## config.mk

```make
export PLATFORM = sky130hd
export DESIGN_NAME = analog_bus_sequencer
export DESIGN_NICKNAME = d
export VERILOG_FILES = /design/src/rtl/analog_bus_pkg.sv /design/src/rtl/analog_bus_sequencer.sv
export SDC_FILE = /design/constraint.sdc
export NUM_CORES = 1
export LEC_CHECK = 0
export CORE_MARGIN = 4
export CORE_UTILIZATION = 47
export DETAILED_ROUTE_END_ITERATION = 7
export PLACE_DENSITY = 0.86
export SLEW_MARGIN = 30
export SYNTH_ARGS = -nofsm -noshare
export SYNTH_HDL_FRONTEND = slang
export SYNTH_SLANG_ARGS = --single-unit
```

## constraint.sdc

```tcl
create_clock -name clock -period 4.49 [get_ports clock]
set_input_delay 0.898 -clock clock [delete_from_list [all_inputs] [get_ports clock]]
set_output_delay 0.898 -clock clock [all_outputs]
set_load 0.01 [all_outputs]
```

## src/rtl/analog_bus_pkg.sv

```systemverilog
// Shared types and constants for the analog bus sequencer.
//   seqState_t  : sequencer FSM states
//   ERR_COUNT_W : width of the saturating mismatch counter
//   BUS_W       : default bus/data width of the agent
//   bus_req_t   : one request record {write, data} at the default width
//   satInc      : saturating increment for the mismatch counter
package analog_bus_pkg;

    localparam int ERR_COUNT_W = 8;
    localparam int BUS_W       = 32;

    typedef enum logic [2:0] {
        ST_IDLE,
        ST_DRIVE,
        ST_TURN,
        ST_SAMPLE,
        ST_RESP
    } seqState_t;

    typedef struct packed {
        logic             write;
        logic [BUS_W-1:0] data;
    } bus_req_t;

    // The counter sticks at all-ones instead of wrapping back to zero.
    function automatic logic [ERR_COUNT_W-1:0] satInc(input logic [ERR_COUNT_W-1:0] v);
        return (v == '1) ? v : v + 1'b1;
    endfunction

endpackage

```

## src/rtl/analog_bus_sequencer.sv

```systemverilog
// Transaction sequencer in front of a tri-state bus agent port.
// Performs one access at a time: a write drives the bus for HOLD_CYCLES,
// samples the readback on the last drive cycle, releases the bus for
// TURN_CYCLES and then responds; a read samples the bus for one cycle and
// responds. Write readback is compared against data + INDEX.
//
// Ports:
//   clock, reset_n             : clock, async active-low reset
//   req_valid/ready/write/data : request channel
//   drive_valid, drive_bits    : to agent port_0_in_valid / port_0_in_bits
//   bus_in                     : from agent port_0_out (resolved bus value)
//   rsp_valid/ready/data       : response channel
//   rsp_mismatch               : write readback differed from expectation
//   err_count                  : saturating count of mismatching writes
module analog_bus_sequencer
    import analog_bus_pkg::*;
#(
    parameter int WIDTH       = 32,
    parameter int INDEX       = 0,
    parameter int HOLD_CYCLES = 2,
    parameter int TURN_CYCLES = 1
) (
    input  logic                   clock,
    input  logic                   reset_n,
    input  logic                   req_valid,
    output logic                   req_ready,
    input  logic                   req_write,
    input  logic [WIDTH-1:0]       req_data,
    output logic                   drive_valid,
    output logic [WIDTH-1:0]       drive_bits,
    input  logic [WIDTH-1:0]       bus_in,
    output logic                   rsp_valid,
    input  logic                   rsp_ready,
    output logic [WIDTH-1:0]       rsp_data,
    output logic                   rsp_mismatch,
    output logic [ERR_COUNT_W-1:0] err_count
);

    // One down-counter serves both the hold and the turnaround windows.
    localparam int MAX_CYC = (HOLD_CYCLES > TURN_CYCLES) ? HOLD_CYCLES : TURN_CYCLES;
    localparam int CNT_W   = $clog2(MAX_CYC + 1);
    localparam logic [CNT_W-1:0] HOLD_LOAD = CNT_W'(HOLD_CYCLES - 1);
    localparam logic [CNT_W-1:0] TURN_LOAD = CNT_W'((TURN_CYCLES > 0) ? TURN_CYCLES - 1 : 0);

    seqState_t               state_q, state_d;
    logic [CNT_W-1:0]        cnt_q, cnt_d;
    logic [WIDTH-1:0]        reqData_q, reqData_d;
    logic [WIDTH-1:0]        rspData_q, rspData_d;
    logic                    rspMismatch_q, rspMismatch_d;
    logic [ERR_COUNT_W-1:0]  errCount_q, errCount_d;
    logic [WIDTH-1:0]        expected;

    // The agent adds INDEX to whatever we drive; the carry is dropped.
    assign expected = reqData_q + WIDTH'(INDEX);

    // State and datapath registers; reset discards any in-flight access.
    always_ff @(posedge clock or negedge reset_n) begin
        if (!reset_n) begin
            state_q       <= ST_IDLE;
            cnt_q         <= '0;
            reqData_q     <= '0;
            rspData_q     <= '0;
            rspMismatch_q <= 1'b0;
            errCount_q    <= '0;
        end else begin
            state_q       <= state_d;
            cnt_q         <= cnt_d;
            reqData_q     <= reqData_d;
            rspData_q     <= rspData_d;
            rspMismatch_q <= rspMismatch_d;
            errCount_q    <= errCount_d;
        end
    end

    // Next-state logic. The write/read choice is carried by the state
    // itself (DRIVE vs SAMPLE), so only the data needs a register.
    // The error counter bumps on the transition into RESP.
    always_comb begin
        state_d       = state_q;
        cnt_d         = cnt_q;
        reqData_d     = reqData_q;
        rspData_d     = rspData_q;
        rspMismatch_d = rspMismatch_q;
        errCount_d    = errCount_q;
        case (state_q)
            ST_IDLE: begin
                if (req_valid) begin
                    reqData_d = req_data;
                    if (req_write) begin
                        state_d = ST_DRIVE;
                        cnt_d   = HOLD_LOAD;
                    end else begin
                        state_d = ST_SAMPLE;
                    end
                end
            end
            ST_DRIVE: begin
                if (cnt_q == '0) begin
                    rspData_d     = bus_in;
                    rspMismatch_d = (bus_in != expected);
                    if (TURN_CYCLES > 0) begin
                        state_d = ST_TURN;
                        cnt_d   = TURN_LOAD;
                    end else begin
                        state_d = ST_RESP;
                        if (bus_in != expected) begin
                            errCount_d = satInc(errCount_q);
                        end
                    end
                end else begin
                    cnt_d = cnt_q - 1'b1;
                end
            end
            ST_TURN: begin
                if (cnt_q == '0) begin
                    state_d = ST_RESP;
                    if (rspMismatch_q) begin
                        errCount_d = satInc(errCount_q);
                    end
                end else begin
                    cnt_d = cnt_q - 1'b1;
                end
            end
            ST_SAMPLE: begin
                rspData_d     = bus_in;
                rspMismatch_d = 1'b0;
                state_d       = ST_RESP;
            end
            ST_RESP: begin
                if (rsp_ready) begin
                    state_d = ST_IDLE;
                end
            end
            default: state_d = ST_IDLE;
        endcase
    end

    // Outputs decode straight from the state so reset clears them at once;
    // the data port is forced to zero whenever we are not driving.
    assign req_ready    = (state_q == ST_IDLE);
    assign drive_valid  = (state_q == ST_DRIVE);
    assign drive_bits   = drive_valid ? reqData_q : '0;
    assign rsp_valid    = (state_q == ST_RESP);
    assign rsp_data     = rspData_q;
    assign rsp_mismatch = rspMismatch_q;
    assign err_count    = errCount_q;

endmodule

```

==> impl_metrics.json <==
{
  "status": "finished clean",
  "routed-wl-met3_um": 682,
  "skew_ps": 8.20,
  "tritoncts": "built",
  "slew_headroom_pct": 43.3,
  "synthFlopType": "dfrtp_1",
  "avgSynthCellArea_um2": 12.9,
  "nFillCells": 530,
  "hold_class": "register to register",
  "grt_max_degree": 44,
  "clkTransAtPathRegs_ps": 80,
  "gp_congestion": 0.808,
  "min_path_cells": 1,
  "first_pass_iters": 4,
  "start_util_pct": 49.5,
  "routed_wl_mm": 9.60,
  "grt_setup_unrepaired": "no",
  "fin_nets": 504,
  "placed_cells": 519,
  "powerDensity_nw_per_um2": 635,
  "synth_most_common_cell": "dfrtp_1",
  "fmax_mhz": 311,
  "met1_length_mm": 3.80,
  "endpoint_kind": "output port",
  "diodes": 0,
  "worstMarginPinSlew_ps": 850,
  "synthTopCellsByCount": "dfrtp_1 (78), mux2_2 (65), and2_1 (33), xor2_1 (33), nor4_1 (8)",
  "initialDrtViolationCount": 58,
  "setup_viol": 0,
  "first_global_vias": 2922,
  "cts_made_buffers": 9,
  "ioPinCount": 145,
  "syn_to_final_growth_pct": 48.5,
  "vias_per_cell": 5.08,
  "htree_levels": 3,
  "cp.arrival_ps": 2320,
  "clk_latency_ps": 340,
  "reg2reg_depth": 7,
  "cp_max_fo": 35,
  "top_layer_used": "met4",
  "finalPower_w": 0.00346,
  "cts_setup_buffers": 0,
  "critPathRequiredTime_ps": 3590,
  "synth.ff_latch_count": 78,
  "antenna_found_initial": 0,
  "period_share_pct": 71.6,
  "yosysTopAreaCell": "dfrtp_1",
  "drv_cap": 0,
  "yosysWarnings": 0,
  "cts.sinks": 78,
  "grt_usage_pct": 21.0,
  "postCtsHoldBufs": 0,
  "crit_type": "register to output port",
  "fin_cells": 535,
  "synth_nets": 357,
  "cts_resized": 0,
  "ir_drop_uv": 379,
  "synthCells": 284,
  "layout-drive-gt1-share_pct": 20.9,
  "die_area_um2": 9280,
  "hold_viol_final": 0,
  "antenna_left": 0,
  "syn_area_um2": 3670,
  "synth_cell_types": 30,
  "grt_overflow_total": 0,
  "yosysSeqAreaShare_pct": 53.2,
  "synth_top_area_share_pct": 53.2,
  "routedWlPerCell_um": 17.9,
  "synth_edf_count": 0,
  "slew_violations": 0,
  "tns_ps": 0,
  "async_reset_ff_share_pct": 100,
  "dr_total_vias": 2719,
  "coreArea_um2": 7410,
  "route.detailed.drc": 0,
  "port-buffer-count": 144,
  "startpoint_type": "register",
  "grt_pass1_wl_mm": 14.6,
  "cts-root-buf": "clkbuf_8",
  "die_height_um": 96.3,
  "finalCriticalPeriod_ps": 3210,
  "post-place-ws_ps": 1670,
  "cts_buffer_depth": 2,
  "dpl.hpwl_mm": 7.14,
  "ys_top_cells_by_area": "dfrtp_1 (53%), mux2_2 (20%), xor2_1 (7.9%)",
  "fin_ws_ps": 1280,
  "p_leak_nw": 2.24,
  "rows": 31,
  "wl_met2_mm": 4.95,
  "die_x_um": 96.3
}
## path summary, 6_finish.rpt
check / from / endpoint / slack (ps)
min in group asynchronous: reset_n / err_count[1]$_DFFE_PN0P_ / 540
min reg2reg: rsp_data[26]$_DFFE_PN0P_ / rsp_data[26]$_DFFE_PN0P_ / 510
max: state_q[2]$_DFFE_PN0P_ / drive_bits[29] / 1280
min: rsp_data[26]$_DFFE_PN0P_ / rsp_data[26]$_DFFE_PN0P_ / 510
max reg2reg: cnt_q[0]$_DFFE_PN0P_ / rsp_data[5]$_DFFE_PN0P_ / 2410
max in group asynchronous: reset_n / reqData_q[27]$_DFFE_PN0P_ / 3350
## power breakdown
part           internal (W)  switching, W  total (W)
sequential          0.00104      0.000266    0.00131
clock              0.000272      0.000259   0.000531
combinational      0.000975      0.000644    0.00162
## logic make-up after synthesis
kind of cell               count (synthesis)  synth area share (%)
AOI/OAI and AO/OA                         12                  2.83
xor gates and xnor gates                  39                  9.31
adders and majority gates                  4                  1.36
buffers and inverters                     18                  2.42
DFF                                       78                  53.2
muxes                                     65                  20.0
and+or+nand+nor                           68                  10.9
## state kept, by name (all words and copies together) (netlist names)
name          count
rsp_mismatch      1
rsp_data         32
reqData_q        32
state_q           3
err_count         8
cnt_q             2
## worst max-delay path: stages, from the launching register on
cell and delay (ps):
dfrtp_1 420, inv_1 180, nand2_1 170, nor2_2 120, buf_4 320, and2_1 220, clkdlybuf4s50_1 540
## layout by cell type (no fill, tap or decap), types with 3 or more instances in the layout
cell type / n
clkdlybuf4s50_1: 143
dfrtp_1: 78
mux2_2: 65
xor2_1: 33
and2_1: 32
clkbuf_8: 10
nor4_1: 8
inv_1: 6
nand2_1: 6
nand4_1: 6
xnor2_1: 6
ha_1: 4
nor2_1: 3
nand2b_1: 3
## routing by layer
layer	track usage [%]	vias up
met4	8.53	0
met1	25.6	1323
li1	-	1274
met2	35.5	107
met5	0	-
met3	5.47	15
## per-stage QoR
| step | util (%) | hold slack [ps] | cell area (um2) |
|---|---|---|---|
| after floorplan | - | 515 | 3670 |
| after global placement | 70.0 | 490 | 5180 |
| after detailed placement | 70.8 | 495 | 5250 |
| after CTS | 73.5 | 514 | 5450 |
| after global routing | 73.5 | 521 | 5450 |
| final | 73.5 | 508 | 5450 |
## area by class of cell
| class | count | area (um2) | share of cell area [%] |
|---|---|---|---|
| flip-flops and latches | 78 | 1950 | 35.8 |
| multi-input cells | 188 | 1640 | 30.1 |
| repair buffers | 148 | 1510 | 27.7 |
| clock buffers | 11 | 141 | 2.60 |
| well taps | 99 | 124 | 2.27 |
| clock inverters | 5 | 58.8 | 1.08 |
| inverters | 6 | 22.5 | 0.414 |
No activity file was read; power rests on OpenSTA's default activity.
